`src/rtl/pipeline_sequencer_pkg.sv`:
```
// Shared definitions for the pipeline sequencer: FSM state encodings
// and the default boot/timeout/counter sizing.
package pipeline_sequencer_pkg;

    typedef enum logic [1:0] {
        ST_BOOT     = 2'd0,
        ST_RUN      = 2'd1,
        ST_MEM_WAIT = 2'd2,
        ST_FAULT    = 2'd3
    } seq_state_e;

    localparam int BOOT_CYCLES_DEF = 2;
    localparam int TIMEOUT_DEF     = 16;
    localparam int CNT_W_DEF       = 32;

endpackage

```
`src/rtl/pipeline_sequencer_perf_counter.sv`:
```
// Free-running event counter: counts cycles with inc high and wraps
// silently on overflow.
module perf_counter #(
    parameter int CNT_W = 32
) (
    input  logic             clk,
    input  logic             rst,
    input  logic             inc,
    output logic [CNT_W-1:0] count
);

    // Count qualified events; reset clears the total
    always_ff @(posedge clk) begin
        if (rst) begin
            count <= '0;
        end else if (inc) begin
            count <= count + CNT_W'(1);
        end
    end

endmodule

```
`src/rtl/pipeline_sequencer.sv`:
```
// Central pipeline control for the 5-stage core: merges load-use stall,
// branch redirect and the data-memory handshake into per-stage enables
// and clears, tracks stage valid bits and keeps stall/flush counters.
module pipeline_sequencer
    import pipeline_sequencer_pkg::*;
#(
    parameter int BOOT_CYCLES = BOOT_CYCLES_DEF,
    parameter int TIMEOUT     = TIMEOUT_DEF,
    parameter int CNT_W       = CNT_W_DEF
) (
    input  logic             clk,
    input  logic             rst,
    input  logic             stall_d,
    input  logic             pc_jump,
    input  logic             mem_op_m,
    input  logic             dmem_ack,
    output logic             en_f,
    output logic             en_d,
    output logic             en_e,
    output logic             en_m,
    output logic             en_w,
    output logic             clr_d,
    output logic             clr_e,
    output logic             valid_d,
    output logic             valid_e,
    output logic             valid_m,
    output logic             valid_w,
    output logic             dmem_req,
    output logic             mem_fault,
    output logic [1:0]       state,
    output logic [CNT_W-1:0] stall_cnt,
    output logic [CNT_W-1:0] flush_cnt
);

    localparam int BW = (BOOT_CYCLES > 1) ? $clog2(BOOT_CYCLES) : 1;
    localparam int WW = (TIMEOUT > 1) ? $clog2(TIMEOUT) : 1;
    localparam logic [BW-1:0] BOOT_LAST = BW'(BOOT_CYCLES - 1);
    localparam logic [WW-1:0] WAIT_LAST = WW'(TIMEOUT - 1);

    seq_state_e    state_q;
    seq_state_e    state_n;
    logic [BW-1:0] boot_cnt;
    logic [WW-1:0] wait_cnt;
    logic          mem_busy;
    logic          active;
    logic          run_ctrl;
    logic          wait_clr;
    logic          wait_inc;
    logic          jump_take;
    logic          stall_inc;

    // An access is pending whenever a real load/store sits in M; an ack
    // without such an access is meaningless and never consulted.
    assign mem_busy  = mem_op_m & valid_m;
    assign active    = (state_q == ST_RUN) || (state_q == ST_MEM_WAIT);
    assign dmem_req  = mem_busy & active & ~rst;
    assign mem_fault = (state_q == ST_FAULT) & ~rst;
    assign state     = state_q;
    assign stall_inc = active & ~en_f & ~rst;

    // Next state and Mealy enables/clears; memory freeze beats jump,
    // jump beats load-use stall
    always_comb begin
        state_n   = state_q;
        en_f      = 1'b0;
        en_d      = 1'b0;
        en_e      = 1'b0;
        en_m      = 1'b0;
        en_w      = 1'b0;
        clr_d     = 1'b0;
        clr_e     = 1'b0;
        run_ctrl  = 1'b0;
        wait_clr  = 1'b0;
        wait_inc  = 1'b0;
        jump_take = 1'b0;
        case (state_q)
            ST_BOOT: begin
                if (boot_cnt == BOOT_LAST) begin
                    state_n = ST_RUN;
                end
            end
            ST_RUN: begin
                if (mem_busy && !dmem_ack) begin
                    en_w     = 1'b1;
                    wait_clr = 1'b1;
                    state_n  = ST_MEM_WAIT;
                end else begin
                    run_ctrl = 1'b1;
                end
            end
            ST_MEM_WAIT: begin
                if (mem_busy && dmem_ack) begin
                    run_ctrl = 1'b1;
                    state_n  = ST_RUN;
                end else begin
                    en_w     = 1'b1;
                    wait_inc = 1'b1;
                    if (wait_cnt == WAIT_LAST) begin
                        state_n = ST_FAULT;
                    end
                end
            end
            default: begin
                state_n = ST_FAULT;
            end
        endcase
        if (run_ctrl) begin
            if (pc_jump) begin
                {en_f, en_d, en_e, en_m, en_w} = 5'b11111;
                clr_d     = 1'b1;
                clr_e     = 1'b1;
                jump_take = 1'b1;
            end else if (stall_d) begin
                {en_e, en_m, en_w} = 3'b111;
                clr_e = 1'b1;
            end else begin
                {en_f, en_d, en_e, en_m, en_w} = 5'b11111;
            end
        end
        if (rst) begin
            {en_f, en_d, en_e, en_m, en_w} = 5'b00000;
            clr_d     = 1'b0;
            clr_e     = 1'b0;
            jump_take = 1'b0;
        end
    end

    // State register plus the boot and memory-wait cycle counters
    always_ff @(posedge clk) begin
        if (rst) begin
            state_q  <= ST_BOOT;
            boot_cnt <= '0;
            wait_cnt <= '0;
        end else begin
            state_q <= state_n;
            if (state_q == ST_BOOT && boot_cnt != BOOT_LAST) begin
                boot_cnt <= boot_cnt + BW'(1);
            end
            if (wait_clr) begin
                wait_cnt <= '0;
            end else if (wait_inc) begin
                wait_cnt <= wait_cnt + WW'(1);
            end
        end
    end

    // Valid bits advance with their stage enable; W gets a bubble when M holds
    always_ff @(posedge clk) begin
        if (rst) begin
            valid_d <= 1'b0;
            valid_e <= 1'b0;
            valid_m <= 1'b0;
            valid_w <= 1'b0;
        end else begin
            if (en_d) begin
                valid_d <= ~clr_d;
            end
            if (en_e) begin
                valid_e <= clr_e ? 1'b0 : valid_d;
            end
            if (en_m) begin
                valid_m <= valid_e;
            end
            if (en_w) begin
                valid_w <= en_m ? valid_m : 1'b0;
            end
        end
    end

    perf_counter #(.CNT_W(CNT_W)) u_stall_counter (
        .clk   (clk),
        .rst   (rst),
        .inc   (stall_inc),
        .count (stall_cnt)
    );

    perf_counter #(.CNT_W(CNT_W)) u_flush_counter (
        .clk   (clk),
        .rst   (rst),
        .inc   (jump_take),
        .count (flush_cnt)
    );

endmodule

```
`config.mk`:
```
export PLATFORM = sky130hd
export DESIGN_NAME = pipeline_sequencer
export DESIGN_NICKNAME = d
export VERILOG_FILES = /design/src/rtl/pipeline_sequencer_pkg.sv /design/src/rtl/pipeline_sequencer_perf_counter.sv /design/src/rtl/pipeline_sequencer.sv
export SDC_FILE = /design/constraint.sdc
export NUM_CORES = 1
export LEC_CHECK = 0
export BUFFER_PORTS_ARGS = -buffer_cell sky130_fd_sc_hd__buf_2
export CORE_MARGIN = 2
export CORE_UTILIZATION = 58
export CTS_CLUSTER_DIAMETER = 30
export CTS_CLUSTER_SIZE = 24
export DETAILED_ROUTE_END_ITERATION = 6
export PLACE_DENSITY = 0.83
export RECOVER_POWER = 25
export SETUP_SLACK_MARGIN = 0.15
export SYNTH_ARGS = -nofsm -noshare
export SYNTH_HDL_FRONTEND = slang
export SYNTH_HIERARCHICAL = 1
export SYNTH_SLANG_ARGS = --single-unit
```
`constraint.sdc`:
```
create_clock -name clk -period 7.7 [get_ports clk]
set_input_delay 0.385 -clock clk [delete_from_list [all_inputs] [get_ports clk]]
set_output_delay 0.385 -clock clk [all_outputs]
set_load 0.1 [all_outputs]
```
==> results of run 1 <==
[synth_stat cells (4+ instances only)]
| cell type | number |
|---|---|
| ha_1 | 9 |
| inv_1 | 15 |
| nor2_1 | 63 |
| xnor2_1 | 8 |
| o31ai_1 | 6 |
| mux2_2 | 19 |
| dfxtp_1 | 75 |
| or3_1 | 8 |
| and3_1 | 5 |
| nand4_1 | 21 |
| clkbuf_1 | 14 |
| and4_1 | 6 |
| or4_1 | 6 |
| mux2_1 | 4 |
| nor3_1 | 21 |
| buf_2 | 4 |
| o21ai_0 | 12 |
| nor4_1 | 4 |
| a21oi_1 | 19 |
| nand3_1 | 26 |
| nor2b_1 | 22 |
| nand2_1 | 23 |
| xor2_1 | 21 |
[cells by family (layout without fill, tap and decap cells)]
group,count (synthesis),in the layout
AND/OR/NAND/NOR,223,223
flip-flops,75,75
AO/OA/AOI/OAI,43,43
buffers and inverters,38,116
XOR/XNOR,29,29
multiplexers,25,25
adder cells (fa/ha/maj),9,9
[flip-flops by register name, summed over array words and instances, names as in the netlist]
name / count
valid_d: 1
wait_cnt: 4
valid_m: 1
boot_cnt: 1
state: 2
valid_e: 1
valid_w: 1
u_flush_counter/count: 32
u_stall_counter/count: 32
[routing by layer]
metal,vias up,GRT usage (%),routed length [um]
li1,1694,-,-
met1,1631,30.54,3897
met2,89,38.37,4053
met3,14,4.228,373
met4,0,9.380,139
met5,-,0,0
[worst max path at each step]
stage                                end  slack, ns
5_1_grt        u_flush_counter/count[23]       2.46
4_1_cts        u_flush_counter/count[27]       4.23
3_5_place_dp   u_flush_counter/count[27]       4.21
2_1_floorplan  u_flush_counter/count[27]       2.15
6_report       u_flush_counter/count[23]       2.84
3_3_place_gp   u_flush_counter/count[27]       4.38
[cells in the final DEF, fill, tap and decap left out, drive strengths merged, types with 2 or more instances in the layout]
cell type and n:
a21oi 19, a31oi 3, and2 2, and3 7, and4 6, buf 52, bufinv 3, clkbuf 45
dfxtp 75, ha 9, inv 15, mux2 23, mux2i 2, nand2 23, nand2b 2, nand3 26
nand4 23, nor2 63, nor2b 22, nor3 21, nor3b 2, nor4 6, o21ai 12, o31ai 6
or2 2, or3 8, or4 8, xnor2 8, xor2 21
[per-stage QoR]
stage	cell area (um2)	util (%)
finish	4402	69.72
global placement	4185	66.29
global route	4402	69.72
floorplan	3782	-
CTS	4446	70.41
detailed placement	4185	66.29
[power breakdown]
part,internal [mW],leakage (nW),total (mW),switching [mW]
sequential,0.400,0.605,0.413,0.0130
combinational,0.0442,1.04,0.205,0.161
clock,0.242,0.133,0.383,0.142
[layout make-up]
class	count	area (um2)	area share [%]
Clock inverter	4	95.09	2.160
Tap cell	77	96.34	2.189
Multi-Input combinational cell	329	2103	47.78
Sequential cell	75	1501	34.11
Inverter	15	56.30	1.279
Clock buffer	12	165.2	3.752
Timing Repair Buffer	85	384.1	8.727
==> insert_results.sql, run 1 <==
INSERT INTO impl_metrics (metric_group, metric, value, unit) VALUES
('die', 'floorplan.die.width', '84.76', 'um'),
('hold_path', 'timing.hold.worst.class', 'input pin to flop', ''),
('flow_run', 'max_cap_viol_count', '1', ''),
('setup_path', 'crit_path_max_delay_cell_type', 'clkbuf_1', ''),
('cts', 'worstSkewPairLatency', '0.34', 'ns'),
('timing', 'fin_crit', '4.862', 'ns'),
('run_status', 'failing_checks', 'capacitance limit, slew limit', ''),
('synth', 'synthMuxAreaShare', '7.377', '%'),
('routing', 'num_vias', '3428', ''),
('synth', 'synth_compound_area_share', '6.715', '%'),
('routing', 'drc', '0', ''),
('setup_path', 'crit_start', 'rst', ''),
('setup_path', 'reg2reg_depth', '10', ''),
('global_route', 'remaining_global_route_overflow', '0', ''),
('global_route', 'via_count_of_the_first_global_routing_pass', '3033', ''),
('timing', 'final-hold-violation-count', '0', ''),
('finish', 'nNetsFinal', '530', ''),
('cts', 'tritoncts.num_buffers', '9', ''),
('synth', 'synthDominantAreaCellType', 'dfxtp_1', ''),
('timing', 'finalHoldWorstSlack', '0.2923', 'ns'),
('synth', 'postSynthCellCount', '442', ''),
('cts', 'cts_hold_buf', '0', ''),
('setup_path', 'setup.worst_path.end_class', 'flop', ''),
('placed_design', 'finalWeightedCongestion', '0.8368', ''),
('routing', 'wl_per_cell', '14.18', 'um'),
('synth', 'synth-simple-area-share', '31.82', '%'),
('global_route', 'antenna_found_initial', '0', ''),
('timing', 'worst_slew_pin_slew', '3.927', 'ns'),
('setup_path', 'timing.critical_path.arrival', '4.89', 'ns'),
('timing', 'timing.fmax', '205.7', 'MHz'),
('finish', 'drive_gt1_share', '19.04', '%'),
('timing', 'report.final.setup_viol', '0', ''),
('finish', 'diodes', '0', ''),
('synth', 'synthArstFlopShare', '0', '%'),
('setup_path', 'r2r-end', 'u_flush_counter/count[23]', ''),
('setup_path', 'timing.rr.start', 'state[0]', ''),
('power_and_ir_drop', 'cellLeakagePower', '1.777', 'nW'),
('synth', 'synth.area.top_cells', 'dfxtp_1 (40%), nor2_1 (6.3%), mux2_2 (5.7%)', ''),
('setup_path', 'timing.critical_path.from_type', 'input pin', ''),
('timing', 'final.period_utilization', '63.14', '%'),
('synth', 'synth.yosys.warnings', '6', ''),
('setup_path', 'critical_path.n_buffers_inverters', '3', ''),
('hold_path', 'min_from', 'pc_jump', ''),
('routing', 'vias_per_cell', '5.742', ''),
('hold_path', 'whs_endpoint', 'valid_d', ''),
('routing', 'detail_route.first_pass.iterations', '4', ''),
('timing', 'fin_skew', '0.01037', 'ns'),
('run_status', 'run_status', 'finished with violations', ''),
('synth', 'post_synth.cell_area_avg', '8.557', 'um2'),
('synth', 'seq_total_area_yosys', '39.70', '%'),
('routing', 'antenna_violating_nets_post_route', '0', ''),
('setup_path', 'reg2reg_setup_slack', '4.13', 'ns'),
('cts', 'cts_buffer_depth', '2', ''),
('setup_path', 'timing.critical_path.cells', 'buf_2 > clkbuf_1 > nand2b_1 > inv_1 > nand2_1 > nor2_1 > and4_1 > nand4_1 > or3_1 > a21oi_1', ''),
('cts', 'h-tree-depth', '3', ''),
('global_route', 'grt.total_usage', '23.38', '%'),
('cts', 'post_cts_buffers', '0', ''),
('power_and_ir_drop', 'power_consumption', '1.001', 'mW'),
('setup_path', 'crit_required', '7.72', 'ns'),
('placed_design', 'placement_setup_slack', '4.214', 'ns'),
('timing', 'maxSlewViolCount', '98', ''),
('die', 'die-height', '84.76', 'um'),
('timing', 'unrepaired_setup_endpoints_after_global_routing', 'false', ''),
('setup_path', 'crit_family', 'buffers and inverters', ''),
('timing', 'max_slew_margin', '-161.8', '%'),
('timing', 'tns', '0', 'ns'),
('power_and_ir_drop', 'p_per_area', '227.4', 'mW/mm2'),
('setup_path', 'worst-path-max-fanout', '97', ''),
('synth', 'synthDominantCellAreaShare', '39.70', '%'),
('global_route', 'grt_first_pass_wirelength', '13910', 'um'),
('synth', 'syn_nets', '457', '');
(Power assumes the default switching activity.)
==> run 2: changes to the inputs <==
Settings changed: CORE_UTILIZATION 58 to 54, PLACE_DENSITY 0.83 to 0.78.
Clock period 7.7 ns to 4.6 ns, I/O delays scaled along.
==> run 2 against run 1 <==
Against the previous run:
- the flow now finishes without violations
- via count shrank 1.3%
- wire length fell by 3.3%
- cell count grew 3.2%
- flip-flop and latch count unchanged
- register-to-register slack got worse by 2.8 ns
- sequential power up 68%
- largest cell class unchanged
- clock power increased by 31%
- clock-buffer cell count decreased by 1
==> insert_results.sql, run 2 (synthesis results as in run 1) <==
INSERT INTO impl_metrics (metric_group, metric, value, unit) VALUES
('power_and_ir_drop', 'power.share.switching', '34.50', '%'),
('setup_path', 'worst-path-max-fanout', '9', ''),
('cts', 'post_cts_buffers', '0', ''),
('routing', 'num_vias', '3383', ''),
('finish', 'drive_gt1_share', '19.42', '%'),
('die', 'die-area', '0.007690', 'mm2'),
('flow_run', 'max_cap_viol_count', '0', ''),
('timing', 'max_slew_margin', '21.88', '%'),
('hold_path', 'whs_endpoint', 'valid_d', ''),
('setup_path', 'timing.rr.start', 'state[0]', ''),
('finish', 'layout.core_utilization', '64.38', '%'),
('setup_path', 'r2r-end', 'u_stall_counter/count[26]', ''),
('finish', 'nNetsFinal', '530', ''),
('timing', 'maxSlewViolCount', '0', ''),
('global_route', 'grt_first_pass_wirelength', '13480', 'um'),
('finish', 'largest_registers', 'u_flush_counter/count: 32 flops, u_stall_counter/count: 32 flops, wait_cnt: 4 flops', ''),
('power_and_ir_drop', 'power_report.internal_total', '1.004', 'mW'),
('die', 'rows', '30', ''),
('timing', 'timing.fmax', '308.5', 'MHz'),
('placed_design', 'place.port_buffers', '84', ''),
('timing', 'finalHoldWorstSlack', '0.1275', 'ns'),
('hold_path', 'timing.hold.worst.class', 'input pin to flop', ''),
('timing', 'final.period_utilization', '70.47', '%'),
('placed_design', 'placed_cells_incl_taps', '600', ''),
('placed_design', 'place.detailed.hpwl', '5697', 'um'),
('setup_path', 'timing.critical_path.from_type', 'flop', ''),
('die', 'floorplan.die.width', '87.69', 'um'),
('global_route', 'remaining_global_route_overflow', '0', ''),
('cts', 'cts_num_sinks', '75', ''),
('cts', 'cts_buffer_depth', '2', ''),
('power_and_ir_drop', 'power.share.sequential', '45.2', '%'),
('finish', 'diodes', '0', ''),
('setup_path', 'crit_required', '4.84', 'ns'),
('cts', 'tritoncts.num_buffers', '9', ''),
('setup_path', 'timing.critical_path.arrival', '3.48', 'ns'),
('power_and_ir_drop', 'clock_power_share', '32.7', '%'),
('timing', 'fin_skew', '0.01243', 'ns'),
('finish', 'fillerInstances', '606', ''),
('finish', 'syn_to_final_growth', '15.65', '%'),
('finish', 'layout_commonest_cell', 'dfxtp_1', ''),
('timing', 'final-hold-violation-count', '0', ''),
('hold_path', 'hold_depth', '2', ''),
('cts', 'clk_root_buffer_cell', 'clkbuf_8', ''),
('global_route', 'antenna_found_initial', '0', ''),
('routing', 'wl', '8186', 'um'),
('timing', 'tns', '0', 'ns'),
('power_and_ir_drop', 'cellLeakagePower', '1.742', 'nW'),
('power_and_ir_drop', 'pwr-share-comb', '22.1', '%'),
('cts', 'post_cts_resized', '0', ''),
('cts', 'cts_hold_buf', '0', ''),
('global_route', 'grt.total_usage', '21.62', '%'),
('routing', 'vias_per_cell', '5.492', ''),
('timing', 'fin_crit', '3.242', 'ns'),
('die', 'top_level_ports', '85', ''),
('cts', 'worstSkewPairLatency', '0.34', 'ns'),
('power_and_ir_drop', 'power_switching', '0.5289', 'mW'),
('setup_path', 'reg2reg_setup_slack', '1.36', 'ns'),
('timing', 'report.final.setup_viol', '0', ''),
('setup_path', 'timing_worst_setup_path_type', 'flop to flop', ''),
('global_route', 'via_count_of_the_first_global_routing_pass', '2969', ''),
('finish', 'leading_cell_types_in_the_layout_fill_and_taps_excluded', 'dfxtp_1 (73), nor2_1 (62), buf_2 (50)', ''),
('die', 'die-height', '87.69', 'um'),
('power_and_ir_drop', 'p_per_area', '350.5', 'mW/mm2'),
('cts', 'clkTransAtPathRegs', '0.08', 'ns'),
('finish', 'fin_cells', '616', ''),
('finish', 'seq_area', '0.001504', 'mm2'),
('setup_path', 'setup.worst_path.end_class', 'flop', ''),
('hold_path', 'min_from', 'pc_jump', ''),
('die', 'core_area', '0.006794', 'mm2'),
('finish', 'total_area_of_multi_input_combinational_cells', '0.002115', 'mm2'),
('cts', 'tritoncts', 'built', ''),
('run_status', 'run_status', 'finished, final reports clean', ''),
('global_route', 'grt_start_max_net_pins', '93', ''),
('placed_design', 'finalWeightedCongestion', '0.8077', ''),
('routing', 'wl_per_cell', '13.29', 'um'),
('power_and_ir_drop', 'max-vdd-ir-drop', '0.0002280', 'V'),
('routing', 'detail_route.first_pass.iterations', '4', ''),
('timing', 'worst_slew_pin_slew', '1.177', 'ns'),
('routing', 'drc', '0', ''),
('die', 'floorplan.initialDensity', '55.67', '%'),
('timing', 'unrepaired_setup_endpoints_after_global_routing', 'false', ''),
('routing', 'antenna_violating_nets_post_route', '0', ''),
('routing', 'detailedRoute.firstIterationViolations', '158', ''),
('setup_path', 'reg2reg_depth', '9', ''),
('cts', 'h-tree-depth', '3', '');
run 2: cell count changes in the layout (fill, tap and decap cells not counted), moves of 2 or more:
| cell | delta |
|---|---|
| dfxtp_1 | -2 |
| clkbuf_1 | +2 |
| buf_2 | -2 |
| bufinv_16 | -2 |
| dfxtp_2 | +2 |
| clkbuf_8 | -2 |
| clkinv_2 | +2 |
run 2: final cells by class:
type	count	area share (%)
Tap cell	96	2.746
Inverter	15	1.287
Clock inverter	5	1.201
Sequential cell	75	34.38
Timing Repair Buffer	85	8.810
Clock buffer	11	3.232
Multi-Input combinational cell	329	48.34
run 2: worst max path at each step:
stage	start	endpoint	slack, ns	depth (start not counted)
floorplan	state[1]	u_flush_counter/count[27]	0.24	12
CTS	state[0]	u_stall_counter/count[27]	1.39	9
global placement	state[0]	u_stall_counter/count[28]	1.56	9
global route	state[0]	u_stall_counter/count[25]	1.09	9
finish	state[0]	u_stall_counter/count[26]	1.36	9
detailed placement	state[0]	u_stall_counter/count[27]	1.44	9
run 2: power groups by stage:
stage / registers [mW] / logic, mW / clock network, mW
floorplan: 0.799 / 0.196 / 0
global placement: 0.706 / 0.337 / 0
detailed placement: 0.707 / 0.340 / 0
CTS: 0.692 / 0.343 / 0.511
global route: 0.697 / 0.361 / 0.541
finish: 0.693 / 0.338 / 0.502
run 2: critical path, cell delays in order, from the launching register on:
cell	delay, ns
dfxtp_2	0.39
inv_1	0.09
ha_1	0.27
a31oi_1	0.25
a31oi_2	0.11
a21oi_1	0.54
and4_1	0.47
nand4_1	0.34
nor3_1	0.33
mux2_1	0.35
run 2: routing by layer:
layer | track usage [%] | routed length [um] | up-vias
li1 | - | - | 1696
met3 | 3.770 | 359 | 10
met2 | 34.57 | 3888 | 80
met1 | 28.71 | 3836 | 1597
met5 | 0 | 0 | -
met4 | 9.510 | 101 | 0
run 2: stage by stage:
stage	power [mW]	cell area [um2]	worst slack (ns)
5_1_grt	1.598	4374	1.086
3_3_place_gp	1.043	4223	1.564
4_1_cts	1.546	4417	1.392
2_1_floorplan	0.9960	3796	0.2377
6_report	1.533	4374	1.358
3_5_place_dp	1.048	4223	1.436
